`config.mk`:
```
export PLATFORM = sky130hd
export DESIGN_NAME = rv32_bus_arbiter_flat
export DESIGN_NICKNAME = d
export VERILOG_FILES = /design/src/rtl/rv32_bus_arbiter_if.sv /design/src/rtl/rv32_bus_arbiter.sv /design/src/flat_wrapper.sv
export SDC_FILE = /design/constraint.sdc
export NUM_CORES = 1
export LEC_CHECK = 0
export CAP_MARGIN = 20
export CORE_AREA = 2 2 106 108
export CTS_BUF_LIST = sky130_fd_sc_hd__clkbuf_4 sky130_fd_sc_hd__clkbuf_8
export CTS_CLUSTER_DIAMETER = 120
export DETAILED_ROUTE_END_ITERATION = 8
export DIE_AREA = 0 0 108 110
export PLACE_DENSITY_LB_ADDON = 0.25
export SLEW_MARGIN = 10
export SYNTH_ARGS = -nofsm -noshare
export SYNTH_HDL_FRONTEND = slang
export SYNTH_SLANG_ARGS = --single-unit
```
`constraint.sdc`:
```
create_clock -name clk -period 3.9 [get_ports clk]
set_input_delay 0.78 -clock clk [delete_from_list [all_inputs] [get_ports clk]]
set_output_delay 0.78 -clock clk [all_outputs]
set_load 0.1 [all_outputs]
```
`src/rtl/rv32_bus_arbiter_if.sv`:
```
// Bundle of core-side (instr/data) and memory-side signals around the shared-port arbiter.
// master = the arbiter itself; slave = the core plus memory environment that surrounds it.
interface rv32_bus_arbiter_if;
    logic [31:0] instr_address_in;
    logic        instr_read_in;
    logic [31:0] instr_read_value_out;
    logic        instr_ready_out;

    logic [31:0] data_address_in;
    logic        data_read_in;
    logic        data_write_in;
    logic [3:0]  data_write_mask_in;
    logic [31:0] data_write_value_in;
    logic [31:0] data_read_value_out;
    logic        data_ready_out;

    logic [31:0] mem_address_out;
    logic        mem_read_out;
    logic        mem_write_out;
    logic [3:0]  mem_write_mask_out;
    logic [31:0] mem_write_value_out;
    logic [31:0] mem_read_value_in;
    logic        mem_ready_in;

    logic        timeout_out;

    modport master (
        input  instr_address_in, instr_read_in,
        input  data_address_in, data_read_in, data_write_in, data_write_mask_in, data_write_value_in,
        input  mem_read_value_in, mem_ready_in,
        output instr_read_value_out, instr_ready_out,
        output data_read_value_out, data_ready_out,
        output mem_address_out, mem_read_out, mem_write_out, mem_write_mask_out, mem_write_value_out,
        output timeout_out
    );

    modport slave (
        output instr_address_in, instr_read_in,
        output data_address_in, data_read_in, data_write_in, data_write_mask_in, data_write_value_in,
        output mem_read_value_in, mem_ready_in,
        input  instr_read_value_out, instr_ready_out,
        input  data_read_value_out, data_ready_out,
        input  mem_address_out, mem_read_out, mem_write_out, mem_write_mask_out, mem_write_value_out,
        input  timeout_out
    );
endinterface

```
`src/rtl/rv32_bus_arbiter.sv`:
```
// Shares one memory port between the rv32 instruction and data buses.
// Data-first arbitration from IDLE, alternation on completion, optional watchdog.
//
//   state    | meaning
//   ---------+--------------------------------------------------------------
//   ST_IDLE  | no grant; memory port quiet, arbitrating incoming requests
//   ST_INSTR | fetch owns the port; mem_* follow instr_* inputs
//   ST_DATA  | load/store owns the port; mem_* follow data_* inputs
module rv32_bus_arbiter #(
    parameter int unsigned TIMEOUT_CYCLES = 0
) (
    input logic               clk,
    input logic               reset,
    rv32_bus_arbiter_if.master bus
);

    typedef enum logic [1:0] {
        ST_IDLE  = 2'd0,
        ST_INSTR = 2'd1,
        ST_DATA  = 2'd2
    } state_e;

    localparam int unsigned     CNT_W    = (TIMEOUT_CYCLES > 0) ? $clog2(TIMEOUT_CYCLES + 1) : 1;
    localparam logic [CNT_W-1:0] CNT_LAST = (TIMEOUT_CYCLES > 0) ? CNT_W'(TIMEOUT_CYCLES - 1) : '0;
    localparam logic [CNT_W-1:0] CNT_SAT  = (TIMEOUT_CYCLES > 0) ? CNT_W'(TIMEOUT_CYCLES) : '0;
    localparam logic             WD_EN    = (TIMEOUT_CYCLES > 0);

    state_e           state_q, state_d;
    logic [CNT_W-1:0] cnt_q, cnt_d;
    logic             timeout_q, timeout_d;

    logic data_req;
    logic owner_req;
    logic wd_hit;
    logic done;

    always_comb begin
        data_req  = bus.data_read_in | bus.data_write_in;
        owner_req = 1'b0;
        case (state_q)
            ST_INSTR: owner_req = bus.instr_read_in;
            ST_DATA:  owner_req = data_req;
            default:  owner_req = 1'b0;
        endcase
        // Watchdog fires on the last allowed granted cycle, only while the owner still wants the port.
        wd_hit = WD_EN && (state_q != ST_IDLE) && owner_req && !bus.mem_ready_in && (cnt_q == CNT_LAST);
        done   = (state_q != ST_IDLE) && owner_req && (bus.mem_ready_in || wd_hit);
    end

    always_comb begin
        bus.mem_address_out     = '0;
        bus.mem_read_out        = 1'b0;
        bus.mem_write_out       = 1'b0;
        bus.mem_write_mask_out  = '0;
        bus.mem_write_value_out = '0;
        bus.instr_ready_out     = 1'b0;
        bus.data_ready_out      = 1'b0;
        case (state_q)
            ST_INSTR: begin
                bus.mem_address_out = bus.instr_address_in;
                bus.mem_read_out    = bus.instr_read_in;
                bus.instr_ready_out = done;
            end
            ST_DATA: begin
                bus.mem_address_out     = bus.data_address_in;
                bus.mem_read_out        = bus.data_read_in;
                bus.mem_write_out       = bus.data_write_in;
                bus.mem_write_mask_out  = bus.data_write_mask_in;
                bus.mem_write_value_out = bus.data_write_value_in;
                bus.data_ready_out      = done;
            end
            default: ;
        endcase
        bus.instr_read_value_out = wd_hit ? 32'h0 : bus.mem_read_value_in;
        bus.data_read_value_out  = wd_hit ? 32'h0 : bus.mem_read_value_in;
        bus.timeout_out          = timeout_q;
    end

    always_comb begin
        state_d = state_q;
        case (state_q)
            ST_IDLE: begin
                if (data_req)               state_d = ST_DATA;
                else if (bus.instr_read_in) state_d = ST_INSTR;
            end
            ST_INSTR: begin
                // The finished owner is never re-granted directly; that is what alternates.
                if (done)                    state_d = data_req ? ST_DATA : ST_IDLE;
                else if (!bus.instr_read_in) state_d = ST_IDLE;
            end
            ST_DATA: begin
                if (done)           state_d = bus.instr_read_in ? ST_INSTR : ST_IDLE;
                else if (!data_req) state_d = ST_IDLE;
            end
            default: state_d = ST_IDLE;
        endcase

        cnt_d = cnt_q;
        if ((state_d != state_q) || (state_q == ST_IDLE)) begin
            cnt_d = '0;
        end else if (!bus.mem_ready_in && (cnt_q != CNT_SAT)) begin
            cnt_d = cnt_q + CNT_W'(1);
        end

        timeout_d = timeout_q | wd_hit;
    end

    always_ff @(posedge clk or posedge reset) begin
        if (reset) begin
            state_q   <= ST_IDLE;
            cnt_q     <= '0;
            timeout_q <= 1'b0;
        end else begin
            state_q   <= state_d;
            cnt_q     <= cnt_d;
            timeout_q <= timeout_d;
        end
    end

endmodule

```
`src/flat_wrapper.sv`:
```
// flat-port wrapper written by rule: the top's interface ports become plain ports
module rv32_bus_arbiter_flat 
#(
    parameter int unsigned TIMEOUT_CYCLES = 0
)
  (clk, reset, bus_instr_address_in, bus_instr_read_in, bus_data_address_in, bus_data_read_in, bus_data_write_in, bus_data_write_mask_in, bus_data_write_value_in, bus_mem_read_value_in, bus_mem_ready_in, bus_instr_read_value_out, bus_instr_ready_out, bus_data_read_value_out, bus_data_ready_out, bus_mem_address_out, bus_mem_read_out, bus_mem_write_out, bus_mem_write_mask_out, bus_mem_write_value_out, bus_timeout_out);
  rv32_bus_arbiter_if bus_i ();
  input logic clk;
  input logic reset;
  input wire logic [$bits(bus_i.instr_address_in)-1:0] bus_instr_address_in;
  input wire logic [$bits(bus_i.instr_read_in)-1:0] bus_instr_read_in;
  input wire logic [$bits(bus_i.data_address_in)-1:0] bus_data_address_in;
  input wire logic [$bits(bus_i.data_read_in)-1:0] bus_data_read_in;
  input wire logic [$bits(bus_i.data_write_in)-1:0] bus_data_write_in;
  input wire logic [$bits(bus_i.data_write_mask_in)-1:0] bus_data_write_mask_in;
  input wire logic [$bits(bus_i.data_write_value_in)-1:0] bus_data_write_value_in;
  input wire logic [$bits(bus_i.mem_read_value_in)-1:0] bus_mem_read_value_in;
  input wire logic [$bits(bus_i.mem_ready_in)-1:0] bus_mem_ready_in;
  output wire logic [$bits(bus_i.instr_read_value_out)-1:0] bus_instr_read_value_out;
  output wire logic [$bits(bus_i.instr_ready_out)-1:0] bus_instr_ready_out;
  output wire logic [$bits(bus_i.data_read_value_out)-1:0] bus_data_read_value_out;
  output wire logic [$bits(bus_i.data_ready_out)-1:0] bus_data_ready_out;
  output wire logic [$bits(bus_i.mem_address_out)-1:0] bus_mem_address_out;
  output wire logic [$bits(bus_i.mem_read_out)-1:0] bus_mem_read_out;
  output wire logic [$bits(bus_i.mem_write_out)-1:0] bus_mem_write_out;
  output wire logic [$bits(bus_i.mem_write_mask_out)-1:0] bus_mem_write_mask_out;
  output wire logic [$bits(bus_i.mem_write_value_out)-1:0] bus_mem_write_value_out;
  output wire logic [$bits(bus_i.timeout_out)-1:0] bus_timeout_out;
  assign bus_i.instr_address_in = bus_instr_address_in;
  assign bus_i.instr_read_in = bus_instr_read_in;
  assign bus_i.data_address_in = bus_data_address_in;
  assign bus_i.data_read_in = bus_data_read_in;
  assign bus_i.data_write_in = bus_data_write_in;
  assign bus_i.data_write_mask_in = bus_data_write_mask_in;
  assign bus_i.data_write_value_in = bus_data_write_value_in;
  assign bus_i.mem_read_value_in = bus_mem_read_value_in;
  assign bus_i.mem_ready_in = bus_mem_ready_in;
  assign bus_instr_read_value_out = bus_i.instr_read_value_out;
  assign bus_instr_ready_out = bus_i.instr_ready_out;
  assign bus_data_read_value_out = bus_i.data_read_value_out;
  assign bus_data_ready_out = bus_i.data_ready_out;
  assign bus_mem_address_out = bus_i.mem_address_out;
  assign bus_mem_read_out = bus_i.mem_read_out;
  assign bus_mem_write_out = bus_i.mem_write_out;
  assign bus_mem_write_mask_out = bus_i.mem_write_mask_out;
  assign bus_mem_write_value_out = bus_i.mem_write_value_out;
  assign bus_timeout_out = bus_i.timeout_out;
  rv32_bus_arbiter #(.TIMEOUT_CYCLES(TIMEOUT_CYCLES)) u_core (.clk(clk), .reset(reset), .bus(bus_i));
endmodule
```
# Word-level counts from Yosys, hierarchy flattened
# Index checks and enable logic that the tools add are counted.
# word_totals
ff_bits	2
latch_bits	0
mem_bits_rw	0
rom_bits	0
word_cells	29
n_memories	0
# op_classes
n_addsub	0
multipliers	0
div	0
order_cmp	0
eq_ne	5
shift	0
n_mux	17
bitwise	1
n_reduce_logical	5
# op_table
operator	n
one-hot mux 32 bit (2 select lines)	1
2-to-1 mux 32 bit	1
2-to-1 mux 2 bit	7
inequality test 3 x 2 -> 1 bit (second input constant)	2
one-hot mux 2 bit (3 select lines)	1
2-to-1 mux 1 bit	4
2-to-1 mux 4 bit	1
one-hot mux 1 bit (2 select lines)	2
inequality test 3 bit (second input constant)	1
AND reduction 3 bit	1
equality test 2 x 1 -> 1 bit (second input constant)	1
equality test 2 bit (second input constant)	1
logical AND 1 bit	2
logical NOT 2 bit	1
nonzero test 2 bit	1
bitwise OR 1 bit	1

# Logic depth before layout (Yosys ltp)
# logic_depth
word_depth	6
depth_mapped	7
ltp_nobuf	6

# Worst setup path after synthesis
# No wires, ideal clock.
# synth_timing
path_type	reg-to-output
from	reg u_core.state_q[0]
to	out bus_mem_read_out
t_arrival_ns	3.143
t_required_ns	3.120
path_slack_ns	-0.023
stages_incl_launch_ff	7
n_path_buf	2
path_cell_list	dfrtp_1 > inv_1 > ha_1 > buf_4 > clkbuf_2 > nand2_1 > a21boi_0
# synth_between
elab_chain_len	2
word_cells_on_any_way	3
# synth_rtl
element	line	source
start, declared	rv32_bus_arbiter.sv:28	state_e state_q, state_d;
start signal, assigned	rv32_bus_arbiter.sv:114	state_q <= state_d;
equality test 2 bit or equality test 2 x 1 -> 1 bit (tied branches)	rv32_bus_arbiter.sv:58	case (state_q)
one-hot mux 1 bit (2 select lines) *	rv32_bus_arbiter.sv:58	
end, declared	flat_wrapper.sv:24	output wire logic [$bits(bus_i.mem_read_out)-1:0] bus_mem_read_out;
# Mark *: on every way between the ends. The rest lies on a longest branch, timed or not.

# Worst setup path in the final report
# layout_timing
from	in bus_data_write_in
to	out bus_instr_ready_out
# layout_between
elab_chain_len	5
# layout_rtl
element	line	source
start, declared	flat_wrapper.sv:14	input wire logic [$bits(bus_i.data_write_in)-1:0] bus_data_write_in;
bitwise OR 1 bit	rv32_bus_arbiter.sv:38	data_req = bus.data_read_in | bus.data_write_in;
one-hot mux 1 bit (2 select lines)	rv32_bus_arbiter.sv:40	case (state_q)
logical AND 1 bit (2 in a row)	rv32_bus_arbiter.sv:47	done = (state_q != ST_IDLE) && owner_req && (bus.mem_ready_in || wd_hit);
2-to-1 mux 1 bit	rv32_bus_arbiter.sv:58	
end, declared	flat_wrapper.sv:20	output wire logic [$bits(bus_i.instr_ready_out)-1:0] bus_instr_ready_out;
# Every way passes these cells.

==> out/qor.yml <==
yosys:
  yosys-top-cells-count: "buf_4 (66), and2_1 (37), a22oi_1 (32), nor2b_1 (32), buf_2 (7)"
  synthArstFlopShare_pct: 100
  netlist.area_leader.share_pct: 32.8
  ys_ff_latch: 2
  synth.avg_cell_area_um2: 7.02
  yosysMostFrequentCell: "buf_4"
  synth_area_leaders: "buf_4 (33%), a22oi_1 (16%), and2_1 (15%)"
  synth_flop_cell: "dfrtp_1"
  syn_nets: 357
  netlist_area_mm2: 0.00151
  synth_cell_type_count: 25
  yosys.area.top_type: "buf_4"
  ys_warn_count: 0
  synthCells: 215
  synth_enable_flop_cells: 0
  ys_seq_area_share_pct: 3.31
timing:
  grt_setup_unrepaired: "false"
  fmax_mhz: 347
  hold_viol: 0
  finalCritPeriodShare_pct: 74.0
  setup_ws_ns: 1.01
  final-setup-viol-count: 0
  fin_hold_ws_ns: 0.695
  skew_ns: 0.00371
  finalSetupTns_ns: 0
  finalCriticalPeriod_ns: 2.89
  final_max_slew_viol_count: 0
worst_hold_path:
  hold_depth: 2
  hp-class: "reg2reg"
  holdPathEnd: "u_core.state_q[1]$_DFFE_PP0P_"
  min_from: "u_core.state_q[1]$_DFFE_PP0P_"
placement:
  place_ws_ns: 1.00
  place_hpwl_um: 5520
  globalplace.congestion: 0.626
  port_buffers: 177
  place_inst: 456
routing:
  drt-pass1-iter-count: 4
  avgRoutedWirePerCell_um: 14.1
  via_per_inst: 3.88
  vias: 1780
  drtAntennaViolNets: 0
  drc: 0
  first_iter_violations: 68
  drt_wl_total_um: 6470
cells_and_area:
  largest_reg_flops: 2
  layout-drive-gt1-share_pct: 27.6
  syn_to_final_growth_pct: 87.4
  fin_util_pct: 26.5
  antenna_cells: 0
  layout.nets: 463
  finalNonFillerCells: 459
  largest_register: "u_core.state_q"
  largest_registers: "u_core.state_q: 2 flops"
  fillers: 1174
clocking:
  clock-sinks: 2
  cts.reportedPaths.clkPinSlew_ns: 0.03
  post_cts_buffers: 0
  cts_tree: "built"
  ctsHtreeMaxLevel: 1
  cts_resized: 0
  postCtsHoldBufs: 0
  clockBufferDepth: 2
  clock_latency_ns: 0.22
  cts_root_buf: "clkbuf_8"
  cts_buffers: 3
die:
  coreArea_mm2: 0.0107
  die_h_um: 110
  die_area_mm2: 0.0119
  initial_core_util_pct: 14.1
  fp.dieW_um: 108
  ios: 275
  rows: 38
worst_setup_path:
  crit_type: "in2out"
  required_ns: 3.12
  reg2reg_to: "u_core.state_q[0]$_DFFE_PP0P_"
  endpoint_kind: "output port"
  start_kind: "primary input"
  r2r-start: "u_core.state_q[0]$_DFFE_PP0P_"
  reg2reg_slack_ns: 2.14
  critPathMaxFanout: 6
  r2r_cells: 7
  crit_start: "bus_data_write_in"
  cp.arrival_ns: 2.11
grt:
  antenna_found_initial: 0
  gr-total-overflow: 0
  track_usage_pct: 9.94
  grt_pass1_vias: 1820
  grt_pass1_wl_um: 9090
  grt_max_degree: 37
power:
  cellPowerDensity_mw_per_mm2: 1100
  peakVddDrop_mv: 0.466
  p_leak_nw: 1.17
flow_run:
  cap_viol_max_count: 0
outcome:
  outcome: "finished, final reports clean"
-- per-stage QoR --
step                      cell area, um2  power (mW)
after global placement              2790        3.05
after floorplan                     1510        2.71
after CTS                           2830        3.14
after detailed placement            2790        3.05
after global routing                2830        3.24
final                               2830        3.10
-- cell type report --
cell class                 count  area, um2  share of cell area (%)
multi-input combinational    130        893                    31.6
clock buffer                   3       41.3                    1.46
sequential                     2       50.0                    1.77
timing repair buffer         181       1660                    58.6
tap                          140        175                    6.19
inverter                       3       11.3                   0.398
-- kinds of logic (layout without fill, tap and decap cells) --
kind of cell               after synthesis  after routing  share of synthesized area [%]
adders and majority gates                4              4                           3.31
buffers and inverters                   83            187                           37.7
and+or+nand+nor                         82             82                           33.8
DFF                                      2              2                           3.31
muxes                                    1              1                          0.663
other                                    1              1                          0.248
AOI/OAI and AO/OA                       42             42                           21.0
-- power by group --
part	switching (mW)	internal, mW
combinational	2.27	0.702
sequential	0.0132	0.0310
clock	0.0195	0.0656
-- critical path, cell delays in order --
cell	delay (ns)
clkdlybuf4s50_1	0.57
o21ai_1	0.10
nand2_1	0.20
and3_2	0.27
buf_12	0.18
-- worst max path at each step --
stage,slack [ns],endpoint,cells after the start
floorplan,0.71,bus_mem_read_out,6
finish,1.01,bus_instr_ready_out,5
global route,0.81,bus_mem_address_out[15],6
global placement,1.02,bus_instr_ready_out,5
CTS,0.97,bus_instr_ready_out,7
detailed placement,1.00,bus_instr_ready_out,5
-- routing by layer --
metal,global-route usage (%),vias to the layer above,routed length (um)
li1,-,855,-
met3,2.88,21,781
met2,19.4,124,3480
met4,5.86,0,203
met1,9.13,780,2010
met5,0,-,0
-- cell usage in the layout (no fill, tap or decap), types with 2 or more instances in the layout --
| cell | count |
|---|---|
| nor2b_1 | 32 |
| buf_4 | 73 |
| nor2_1 | 2 |
| and3_2 | 2 |
| dfrtp_1 | 2 |
| clkbuf_8 | 3 |
| o21ai_2 | 2 |
| and2_1 | 37 |
| o21ai_1 | 3 |
| nand2_1 | 5 |
| clkdlybuf4s50_1 | 105 |
| a211oi_2 | 2 |
| buf_12 | 3 |
| ha_1 | 3 |
| a22oi_1 | 32 |
| inv_1 | 3 |
Note: power is estimated with default switching activity, not from simulation.
